<file path="config.mk">
export PLATFORM = sky130hd
export DESIGN_NAME = sipo_deserializer
export DESIGN_NICKNAME = d
export VERILOG_FILES = /design/src/rtl/sipo_deserializer.sv
export SDC_FILE = /design/constraint.sdc
export NUM_CORES = 1
export LEC_CHECK = 0
export ABC_CLOCK_PERIOD_IN_PS = 2670
export BUFFER_PORTS_ARGS = -buffer_cell sky130_fd_sc_hd__buf_2
export CAP_MARGIN = 20
export CORE_MARGIN = 3
export CORE_UTILIZATION = 37
export CTS_CLUSTER_SIZE = 20
export DETAILED_ROUTE_END_ITERATION = 8
export SLEW_MARGIN = 10
export SYNTH_ARGS = -nofsm -noshare
export SYNTH_HDL_FRONTEND = slang
export SYNTH_SLANG_ARGS = --single-unit
</file>
<file path="constraint.sdc">
create_clock -name i_clk -period 2.67 [get_ports i_clk]
set_input_delay 0.6675 -clock i_clk [delete_from_list [all_inputs] [get_ports i_clk]]
set_output_delay 0.6675 -clock i_clk [all_outputs]
set_load 0.005 [all_outputs]
</file>
<file path="src/rtl/sipo_deserializer.sv">
// Receive end of the 2-bit serial link: collects LSB-first chunks into a
// parallel word and holds it in a one-entry output stage with valid/ready.
module sipo_deserializer #(
  parameter int SIZE_DATA_IN  = 2,
  parameter int SIZE_DATA_OUT = 16,
  parameter int DEPTH         = SIZE_DATA_OUT / SIZE_DATA_IN,
  parameter int SIZE_DEPTH    = $clog2(DEPTH)
) (
  input  logic                     i_clk,
  input  logic                     i_rst_n,
  input  logic                     i_valid,
  input  logic [SIZE_DATA_IN-1:0]  i_data,
  input  logic                     i_clear,
  input  logic                     i_ready,
  output logic [SIZE_DATA_OUT-1:0] o_data,
  output logic                     o_valid,
  output logic                     o_busy,
  output logic                     o_overflow
);

  localparam logic [SIZE_DEPTH-1:0] LAST_SLOT = SIZE_DEPTH'(DEPTH - 1);

  logic [SIZE_DATA_OUT-1:0] r_asm;
  logic [SIZE_DEPTH-1:0]    r_count;
  logic [SIZE_DATA_OUT-1:0] r_out;
  logic                     r_valid;
  logic                     r_overflow;

  logic                     w_accept;
  logic                     w_complete;
  logic                     w_drain;
  logic                     w_load;
  logic                     w_drop;
  logic [SIZE_DATA_OUT-1:0] w_asm_next;

  // Handshake: a word transfers on the rising edge where o_valid=1 and
  // i_ready=1; o_valid never drops without such a transfer (except reset).
  assign w_accept   = i_valid & ~i_clear;
  assign w_complete = w_accept & (r_count == LAST_SLOT);
  assign w_drain    = r_valid & i_ready;
  assign w_load     = w_complete & (~r_valid | i_ready);
  assign w_drop     = w_complete & r_valid & ~i_ready;

  always_comb begin
    w_asm_next = r_asm;
    for (int k = 0; k < DEPTH; k++) begin
      if (r_count == SIZE_DEPTH'(k)) begin
        w_asm_next[k*SIZE_DATA_IN +: SIZE_DATA_IN] = i_data;
      end
    end
  end

  // asm is never cleared except by reset: stale slots are rewritten before
  // the next completion, so clearing would only cost logic.
  always_ff @(posedge i_clk or negedge i_rst_n) begin
    if (!i_rst_n) begin
      r_asm   <= '0;
      r_count <= '0;
    end else if (i_clear) begin
      r_count <= '0;
    end else if (i_valid) begin
      r_asm   <= w_asm_next;
      r_count <= r_count + SIZE_DEPTH'(1);
    end
  end

  always_ff @(posedge i_clk or negedge i_rst_n) begin
    if (!i_rst_n) begin
      r_out   <= '0;
      r_valid <= 1'b0;
    end else if (w_load) begin
      r_out   <= w_asm_next;
      r_valid <= 1'b1;
    end else if (w_drain) begin
      r_valid <= 1'b0;
    end
  end

  always_ff @(posedge i_clk or negedge i_rst_n) begin
    if (!i_rst_n) begin
      r_overflow <= 1'b0;
    end else if (i_clear) begin
      r_overflow <= 1'b0;
    end else if (w_drop) begin
      r_overflow <= 1'b1;
    end
  end

  assign o_data     = r_valid ? r_out : '0;
  assign o_valid    = r_valid;
  assign o_busy     = (r_count != '0);
  assign o_overflow = r_overflow;

endmodule

</file>
=== Word level (Yosys, flattened, before mapping) ===
Index checks and enable logic that the tools add are counted.

* Flip-flop bits (word level): 37
* Input bits: 7
* Output and inout port bits: 19

* Add/subtract/negate cells: 1
* Eq/ne operators: 7
* Mux-type cells: 15
* Bitwise gates (word level): 10
* Reductions and logical operators: 6

{| class="wikitable"
|+ Operators with widths
! cell !! count
|-
| 2-to-1 mux 16 bit || 1
|-
| 2-to-1 mux 2 bit || 8
|-
| == test 3 bit, second input constant || 4
|-
| AND 1 bit || 6
|-
| == test 3 x 2 -> 1 bit, second input constant || 2
|-
| 2-to-1 mux 3 bit || 2
|-
| nonzero test 2 bit || 3
|-
| 2-to-1 mux 1 bit || 4
|-
| adder 3 x 1 -> 3 bit, second input constant || 1
|-
| == test 3 x 1 -> 1 bit, second input constant || 1
|-
| zero test 3 bit || 1
|-
| NOT 1 bit || 3
|-
| nonzero test 3 bit || 1
|-
| AND reduction 2 bit || 1
|-
| bitwise OR 1 bit || 1
|}

=== Longest topological paths before layout ===
* Depth after elaboration: 7
* Mapped depth: 6

=== Worst setup path after synthesis ===
OpenSTA, ideal clock, no wires.

* Path type: input -> register
* Start point: input i_valid
* End point: register r_out[10]
* Arrival time: 1.536 ns
* Data required time: 2.545 ns
* Path slack: 1.009 ns
* Stages: 5
* Path buffers: 2
* Path through: buf_4 > nand3b_4 > nor2_8 > buf_8 > mux2_4

* Longest elaborated chain between the ends: 3

{| class="wikitable"
|+ Ends and longest elaborated chain
! element !! line !! text
|-
| start, declared || 11 || <nowiki>input logic i_valid,</nowiki>
|-
| AND 1 bit || 38 || <nowiki>assign w_accept = i_valid & ~i_clear;</nowiki>
|-
| AND 1 bit || 39 || <nowiki>assign w_complete = w_accept & (r_count == LAST_SLOT);</nowiki>
|-
| AND 1 bit || 41 || <nowiki>assign w_load = w_complete & (~r_valid | i_ready);</nowiki>
|-
| end signal, assigned || 72 || <nowiki>r_out <= w_asm_next;</nowiki>
|-
| end, declared || 25 || <nowiki>logic [SIZE_DATA_OUT-1:0] r_out;</nowiki>
|}

No other way between the ends.
A chain may end at the register's enable or synchronous reset.

=== Worst setup path after layout ===
* Start point: register r_count[0]
* End point: output o_busy

* Longest elaborated chain between the ends: 1

{| class="wikitable"
|+ Ends and longest elaborated chain
! element !! line !! text
|-
| start, declared || 24 || <nowiki>logic [SIZE_DEPTH-1:0] r_count;</nowiki>
|-
| start signal, assigned || 63 || <nowiki>r_count <= r_count + SIZE_DEPTH'(1);</nowiki>
|-
| nonzero test 3 bit || 91 || <nowiki>assign o_busy = (r_count != '0);</nowiki>
|-
| end, declared || 17 || <nowiki>output logic o_busy,</nowiki>
|}

No other way between the ends.

==> reports/metrics.yaml <==
grt_pass1_wl_um: 6023
clk_pin_slew_ns: 0.06
cts_root_buffer: "clkbuf_8"
syn_area_per_cell_um2: 13.54
start_util: 0.3877
post_cts_buffers: 0
final_cells: 231
port_buffers: 25
worst-setup-path-type: "reg -> out"
endpoint_kind: "output pin"
tns_ns: 0
syn-num-nets: 150
drc: 0
cts_hold_buf: 0
ys_warn_count: 0
crit_required_ns: 2.00
grtUsageTotal: 0.1299
diodes: 0
outcome: "completed"
nets: 176
r2r_start: "r_count[2]$_DFFE_PN0P_"
firstDrtPassIters: 4
ant_nets: 0
worst_pin_slew_ns: 0.7798
drtIter0Drc: 17
avgRoutedWirePerCell_um: 14.24
cts_buffers: 5
io_pins: 26
hold_path.class: "in -> async"
max_freq_mhz: 511.3
cts.sinks: 35
synth_most_common_cell: "dfrtp_1"
postSynthRegisterBits: 35
cts_tree: "yes"
antenna_found_initial: 0
ys.flop_type: "dfrtp_1"
setup.worst_path.start_class: "register"
ys_top_cells_by_area: "dfrtp_1, mux2_2, mux2_4, and2_1, ha_1"
worst-path-max-fanout: 4
hold_viol_final: 0
drv_slew: 0
grt_pass1_vias: 1210
crit_arrival_ns: 1.29
clockBufferDepth: 2
synth_edf_count: 0
async_reset_ff_frac: 1.000
synth_common_cells: "dfrtp_1, mux2_2, and2_1, mux2_4, nor2_1"
fin_skew_ns: 0.002345
peakVddDrop_v: 0.0002629
clk_latency_ns: 0.28
rsz0062_at_grt: "no"
synth_seq_area_share: 0.4720
h-tree-depth: 2
routed_wl_um: 3290
cp-startpoint: "r_count[0]$_DFFE_PN0P_"
power_density_nw_per_um2: 569.2
ys_types: 24
fp-row-count: 25
vias: 1062
hpwl_um: 2287
finalSetupViolations: 0
dp.cells: 223
drive_gt1_frac: 0.4756
die_h_um: 76.82
power_mw: 1.196
min_period_ns: 1.956
viasPerCell: 4.597
gr-total-overflow: 0
min_period_over_period: 0.7325
p_leak_nw: 1.062
yosys.area.top_type: "dfrtp_1"
coreArea_um2: 4786
synthesis.area_um2: 1856
yosysTopAreaCellShare: 0.4720
drv_cap: 0
routabilityCongestion: 0.7405
synth_cells: 137
die_width_um: 76.82
relSlewSlack: 0.4801
die_area_um2: 5901
grt_max_degree: 36
ctsResizeCount: 0
area_growth_pct: 13.22
logic make-up (layout without fill, tap and decap cells):
group / after synthesis / in the layout / synth area share
AO/OA/AOI/OAI: 2 / 2 / 0.007421
XOR/XNOR: 1 / 1 / 0.004721
adder cells (fa/ha/maj): 6 / 6 / 0.04046
buffers and inverters: 9 / 36 / 0.03034
flip-flops: 35 / 35 / 0.4720
multiplexers: 45 / 45 / 0.3048
AND/OR/NAND/NOR: 39 / 39 / 0.1403
flip-flops by register name, indices dropped and copies added, names as in the netlist:
| register | cells |
|---|---|
| o_overflow | 1 |
| r_asm | 14 |
| r_out | 16 |
| r_count | 3 |
| o_valid | 1 |
worst paths after layout:
kind | to | slack (ns) | cells past startpoint
setup / recovery | o_busy | 0.71 | 4
hold / removal | r_out[7]$_DFFE_PN0P_ | 0.46 | 1
min in group i_clk | r_out[3]$_DFFE_PN0P_ | 0.50 | 1
max in group asynchronous | r_out[3]$_DFFE_PN0P_ | 1.71 | 1
setup reg to reg | r_out[2]$_DFFE_PN0P_ | 0.83 | 4
hold reg to reg | r_out[3]$_DFFE_PN0P_ | 0.50 | 1
cell type report:
cell class	count	area, µm²
tap	67	83.83
fill	444	2685
timing repair buffer	25	125.1
sequential	35	875.8
inverter	3	11.26
clock buffer	7	76.32
clock inverter	1	5.005
multi-input combinational	93	923.4
critical path, stage by stage (launching register included):
cell      delay, ns
dfrtp_1        0.43
inv_1          0.08
ha_1           0.26
nand2b_4       0.11
buf_2          0.12
power breakdown:
part	leakage, nW	switching (mW)	total (mW)	internal (mW)
combinational	0.552	0.0770	0.199	0.122
sequential	0.468	0.0379	0.637	0.599
clock	0.0422	0.177	0.360	0.183
total	1.06	0.292	1.20	0.904
stage by stage:
stage / hold slack (ns) / area [µm²] / utilization / worst slack (ns)
floorplan: 0.3719 / 1856 / - / 1.009
global placement: 0.4808 / 2019 / 0.4220 / 0.8499
detailed placement: 0.4898 / 2019 / 0.4220 / 0.8221
CTS: 0.4896 / 2101 / 0.4390 / 0.6727
global route: 0.5177 / 2101 / 0.4390 / 0.5820
finish: 0.4587 / 2101 / 0.4390 / 0.7141
layer usage:
layer,wire (µm),up-vias,global-route usage
met5,0,-,0
met4,63,0,0.05978
met3,143,7,0.04108
met2,1662,15,0.2169
met1,1420,524,0.1512
li1,-,516,-
cells in the final DEF (no fill, tap or decap):
cell type	instances
nor2_1	7
nand2b_1	3
a211oi_1	1
and2b_1	1
mux2_1	2
mux2_4	16
and2b_4	1
clkbuf_8	5
xnor2_1	1
buf_2	25
clkinv_2	1
nand2b_4	2
nand3_1	3
ha_1	6
clkbuf_1	2
a31oi_1	1
and2_1	16
inv_1	3
mux2i_1	1
nor2_8	1
nand2_1	4
nand3b_4	1
mux2_2	26
dfrtp_1	35
Power figures use the tool's default switching activity.
